===== src/rtl/sys_out_sched.sv =====
// Write-back sequencer for the systolic array sys_out DPR: gates ag_o/DPR writes, then streams read addresses.
// Optional SYS_OUT_SCHED_PERF_EN adds stall_cnt and last_job_cycles outputs.
module sys_out_sched #(
  parameter int unsigned FEATURE_BITS = 4,
  parameter int unsigned M            = 9,
  parameter int unsigned GAMMA        = 3,
  parameter int unsigned TILE_BITS    = 4
) (
  input  logic                    sys_clk,
  input  logic                    reset_n,
  input  logic                    job_valid,
  output logic                    job_ready,
  input  logic [TILE_BITS-1:0]    job_tiles,
  input  logic                    arr_valid,
  output logic                    ag_start,
  output logic                    dpr_we,
  output logic                    rd_valid,
  input  logic                    rd_ready,
  output logic [FEATURE_BITS-1:0] rd_addr,
  output logic                    busy,
  output logic                    job_done,
  output logic                    err_ovf
`ifdef SYS_OUT_SCHED_PERF_EN
  ,
  output logic [15:0]             stall_cnt,
  output logic [15:0]             last_job_cycles
`endif
);

  localparam int unsigned BW = 2 * FEATURE_BITS;
  localparam logic [BW-1:0] LAST_BEAT = BW'(M * GAMMA - 1);
  localparam logic [FEATURE_BITS-1:0] LAST_ADDR = FEATURE_BITS'(M - 1);

  localparam logic [1:0] S_IDLE  = 2'd0;
  localparam logic [1:0] S_WRITE = 2'd1;
  localparam logic [1:0] S_READ  = 2'd2;
  localparam logic [1:0] S_DONE  = 2'd3;

  logic [1:0]              r_state;
  logic [BW-1:0]           r_beat_cnt;
  logic [TILE_BITS-1:0]    r_tiles_left;
  logic [FEATURE_BITS-1:0] r_rd_addr;
  logic                    r_err_ovf;

  logic w_accept;
  logic w_beat;
  logic w_tile_end;
  logic w_rd_fire;
  logic w_rd_last;

  always_comb begin
    w_accept   = job_valid & (r_state == S_IDLE);
    w_beat     = arr_valid & (r_state == S_WRITE);
    w_tile_end = w_beat & (r_beat_cnt == LAST_BEAT);
    w_rd_fire  = rd_ready & (r_state == S_READ);
    w_rd_last  = w_rd_fire & (r_rd_addr == LAST_ADDR);
  end

  always_ff @(posedge sys_clk or negedge reset_n) begin
    if (!reset_n) begin
      r_state      <= S_IDLE;
      r_beat_cnt   <= '0;
      r_tiles_left <= '0;
      r_rd_addr    <= '0;
    end else begin
      case (r_state)
        S_IDLE: begin
          if (w_accept) begin
            r_tiles_left <= job_tiles;
            r_beat_cnt   <= '0;
            r_state      <= (job_tiles == '0) ? S_DONE : S_WRITE;
          end
        end
        S_WRITE: begin
          if (w_tile_end) begin
            r_beat_cnt   <= '0;
            r_tiles_left <= r_tiles_left - TILE_BITS'(1);
            if (r_tiles_left == TILE_BITS'(1)) begin
              r_rd_addr <= '0;
              r_state   <= S_READ;
            end
          end else if (w_beat) begin
            r_beat_cnt <= r_beat_cnt + BW'(1);
          end
        end
        S_READ: begin
          if (w_rd_last) begin
            r_rd_addr <= '0;
            r_state   <= S_DONE;
          end else if (w_rd_fire) begin
            r_rd_addr <= r_rd_addr + FEATURE_BITS'(1);
          end
        end
        S_DONE:  r_state <= S_IDLE;
        default: r_state <= S_IDLE;
      endcase
    end
  end

  // Accept clears the sticky flag; this takes priority over a stray arr_valid in the same cycle.
  always_ff @(posedge sys_clk or negedge reset_n) begin
    if (!reset_n) begin
      r_err_ovf <= 1'b0;
    end else if (w_accept) begin
      r_err_ovf <= 1'b0;
    end else if (arr_valid && (r_state != S_WRITE)) begin
      r_err_ovf <= 1'b1;
    end
  end

  always_comb begin
    job_ready = (r_state == S_IDLE);
    ag_start  = w_beat;
    dpr_we    = w_beat;
    rd_valid  = (r_state == S_READ);
    rd_addr   = r_rd_addr;
    busy      = (r_state != S_IDLE);
    job_done  = (r_state == S_DONE);
    err_ovf   = r_err_ovf;
  end

`ifdef SYS_OUT_SCHED_PERF_EN
  logic [15:0] r_stall_cnt;
  logic [15:0] r_job_cyc;
  logic [15:0] r_last_cyc;
  logic        w_stall;

  always_comb begin
    w_stall = ((r_state == S_WRITE) & ~arr_valid) | ((r_state == S_READ) & ~rd_ready);
  end

  // r_job_cyc counts cycles after accept; the DONE cycle is folded in when latching.
  always_ff @(posedge sys_clk or negedge reset_n) begin
    if (!reset_n) begin
      r_stall_cnt <= '0;
      r_job_cyc   <= '0;
      r_last_cyc  <= '0;
    end else begin
      if (w_accept) begin
        r_stall_cnt <= '0;
        r_job_cyc   <= '0;
      end else begin
        if (w_stall && (r_stall_cnt != '1)) r_stall_cnt <= r_stall_cnt + 16'd1;
        if ((r_state != S_IDLE) && (r_job_cyc != '1)) r_job_cyc <= r_job_cyc + 16'd1;
      end
      if (r_state == S_DONE) begin
        r_last_cyc <= (r_job_cyc != '1) ? r_job_cyc + 16'd1 : r_job_cyc;
      end
    end
  end

  always_comb begin
    stall_cnt       = r_stall_cnt;
    last_job_cycles = r_last_cyc;
  end
`endif

endmodule


===== config.mk =====
export PLATFORM = sky130hd
export DESIGN_NAME = sys_out_sched
export DESIGN_NICKNAME = d
export VERILOG_FILES = /design/src/rtl/sys_out_sched.sv
export SDC_FILE = /design/constraint.sdc
export NUM_CORES = 1
export LEC_CHECK = 0
export BUFFER_PORTS_ARGS = -buffer_cell sky130_fd_sc_hd__buf_2
export CAP_MARGIN = 40
export CORE_MARGIN = 2
export CORE_UTILIZATION = 56
export DETAILED_ROUTE_END_ITERATION = 10
export PLACE_DENSITY = 0.79
export SETUP_SLACK_MARGIN = 0.2
export SLEW_MARGIN = 15
export SYNTH_ARGS = -nofsm -noshare
export SYNTH_HDL_FRONTEND = slang
export SYNTH_SLANG_ARGS = --single-unit

===== constraint.sdc =====
create_clock -name sys_clk -period 2.2 [get_ports sys_clk]
set_clock_uncertainty 0.2 [all_clocks]
set_input_delay 0.55 -clock sys_clk [delete_from_list [all_inputs] [get_ports sys_clk]]
set_output_delay 0.55 -clock sys_clk [all_outputs]
set_load 0.01 [all_outputs]

==> results.cfg <==
[floorplan]
io-pin-count = 20
core_um2 = 2210
start_util = 0.597
die_w_um = 52.6
num_rows = 17
die_y_um = 52.6
dieArea_um2 = 2760

[synthesis]
async_reset_ff_frac = 1.00
ys_top_cells_by_area = dfrtp_1 (36%), ha_1 (10%), mux2i_1 (4.5%)
ys_seq_elements = 19
synthesis.area_um2 = 1320
synth-edff-count = 0
yosysMostFrequentCell = dfrtp_1
seq_area_frac_synth = 0.360
dominantRegCellSynth = dfrtp_1
synth_area_leader_cell = dfrtp_1
yosys.cell_types.count = 42
synth_fp_nets = 158
synth_common_cells = dfrtp_1 (19), inv_1 (15), nand2_1 (13), ha_1 (11), nor2_1 (9)
synth_cells = 138
synthDominantCellAreaShare = 0.360
syn_avg_cell_area_um2 = 9.57
yosys_warnings = 0

[setup_path]
path_buf_inv = 2
critPathCapture = ag_start
path_delay_family = flip-flops
crit_path_max_fanout = 4
critical_path_cell_count = 4
r2r-start = r_state[1]$_DFFE_PN0P_
cp.required_ns = 1.45
worst_ep_arrival_time_ns = 1.32
critical-path-max-stage-delay_ns = 0.44
end_kind = primary output
startpoint = r_state[0]$_DFFE_PN0P_
crit_chain = buf_6 > ha_4 > and2_4 > buf_6
reg2reg_setup_slack_ns = 0.21
startpoint_type = register
r2r_cells = 7
cpMaxStageDelayCell = dfrtp_1
crit_top_cell = buf_6
r2r-end = rd_addr[3]$_DFFE_PN0P_
path_class = reg2out

[placed_design]
gp_congestion = 0.852
hpwlAfterDp_mm = 2.25
pre_cts_ws_ns = 0.0706
io_buffer_count = 19

[global_route]
grt_pass1_vias = 1154
track_usage = 0.263
antenna_found_initial = 0
grt_max_degree = 20
overflow = 0
grt_pass1_wl_mm = 5.31

[timing]
slew_headroom = 0.698
slew_viol_final = 0
hold_violations = 0
max_freq_mhz = 483
fin_ws_ns = 0.131
worst_pin_slew_ns = 0.453
final.setup.tns_ns = 0
rsz0062_at_grt = yes
setup_viol = 0
fin_crit_sh = 0.941
min_period_ns = 2.07

[routing]
drt_iter0_markers = 55
vias = 1273
ant_nets = 0
drc = 0
drt-total-wl_mm = 3.65
drtPass1Iterations = 4
routedWlPerCell_um = 17.6
via_per_inst = 6.15

[power]
pwr_density_cell_nw_per_um2 = 1370
leakagePower_nw = 0.801
ir_worst_vdd_mv = 1.13

[worst_hold_path]
hold_class = in2reg
holdCritStartpoint = job_valid

[clocking]
worst_skew_pair.late_latency_ns = 0.31
htreeDepth = 1
cts.path.max_buffers = 2
path_clk_slew_ns = 0.11
root_buffer = clkbuf_4
cts_made_buffers = 3
cts_tree = done
cts_sinks = 19

[cells_and_area]
num_antenna_cells = 0
nets = 200
area_growth_pct = 32.4
drive_gt1_frac = 0.385

[job]
max_cap_viol_count = 0

[status]
status = finished, final reports clean
==> logic make-up after synthesis <==
family | synth area share
adders and majority gates | 0.104
buffers and inverters | 0.0569
AOI/OAI and AO/OA | 0.156
and+or+nand+nor | 0.246
xor gates and xnor gates | 0.0199
muxes | 0.0569
DFF | 0.360
==> cells in the final DEF, fill, tap and decap left out, types with 2 or more instances in the layout <==
| cell type | n |
|---|---|
| nor2_1 | 8 |
| o21ai_0 | 4 |
| buf_2 | 16 |
| nand3b_1 | 2 |
| a221oi_2 | 2 |
| xor2_1 | 3 |
| ha_4 | 2 |
| a2bb2oi_1 | 2 |
| dfrtp_1 | 18 |
| nand2_1 | 13 |
| and3_1 | 2 |
| inv_1 | 11 |
| o2bb2ai_1 | 3 |
| nor3_1 | 4 |
| nand3_4 | 2 |
| nand4_1 | 2 |
| clkbuf_4 | 3 |
| buf_6 | 5 |
| ha_1 | 8 |
| buf_4 | 18 |
| a21oi_1 | 4 |
| mux2i_1 | 6 |
| inv_2 | 3 |
| nand3_1 | 6 |
==> worst register-to-register path, stage by stage, from the launching register on <==
cell	delay, ns
dfrtp_1	0.42
inv_2	0.13
ha_4	0.18
and2_4	0.16
buf_4	0.14
nand4_4	0.15
a221oi_2	0.35
o2bb2ai_1	0.14
==> repair_timing <==
item / in CTS / in global routing
hold buffers: 1 / 0
pin swaps: 2 / 5
buffers inserted: 7 / 11
endpoints found under the hold margin: 19 / 0
setup endpoints to repair: 15 / 17
resized for setup: 13 / 17
==> final cells by class <==
cell class | count | area, µm²
Multi-Input combinational cell | 101 | 868
Sequential cell | 19 | 477
Fill cell | 142 | 464
Timing Repair Buffer | 40 | 282
Inverter | 15 | 60.1
Tap cell | 28 | 35.0
Clock buffer | 4 | 26.3
==> worst min-delay path by stage <==
stage	slack (ns)	end	depth (start not counted)
after global placement	0.31	r_beat_cnt[6]$_DFFE_PN0P_	1
after CTS	0.28	err_ovf$_DFFE_PN0P_	2
after detailed placement	0.31	r_beat_cnt[6]$_DFFE_PN0P_	1
after floorplan	0.05	err_ovf$_DFFE_PN0P_	0
final	0.29	err_ovf$_DFFE_PN0P_	2
after global routing	0.30	err_ovf$_DFFE_PN0P_	2
==> metrics by stage <==
step	hold slack, ns	power (W)	cell area [µm²]	util	instances
final	0.291	0.00240	1750	0.790	207
after global routing	0.298	0.00255	1750	0.790	207
after CTS	0.279	0.00203	1590	0.718	196
after detailed placement	0.312	0.00166	1450	0.654	184
after global placement	0.312	0.00160	1450	0.654	184
after floorplan	0.0544	0.00137	1320	-	138
==> sequential cells by signal, indices dropped and copies added (netlist names) <==
| name | flops |
|---|---|
| r_tiles_left | 4 |
| err_ovf | 1 |
| r_beat_cnt | 8 |
| rd_addr | 4 |
| r_state | 2 |
==> power by group <==
group          switching [W]  leakage, nW  internal [W]
Clock               0.000118       0.0150     0.0000708
Combinational       0.000820        0.542      0.000770
Sequential          0.000145        0.244      0.000475
Total                0.00108        0.801       0.00132
==> routing by layer <==
layer,share of wire,wire length [µm],GRT usage
met5,0,0,0
met4,0.040,146,0.124
met3,0.074,268,0.0457
met2,0.48,1730,0.413
met1,0.41,1500,0.350
No activity file was read; power rests on OpenSTA's default activity.
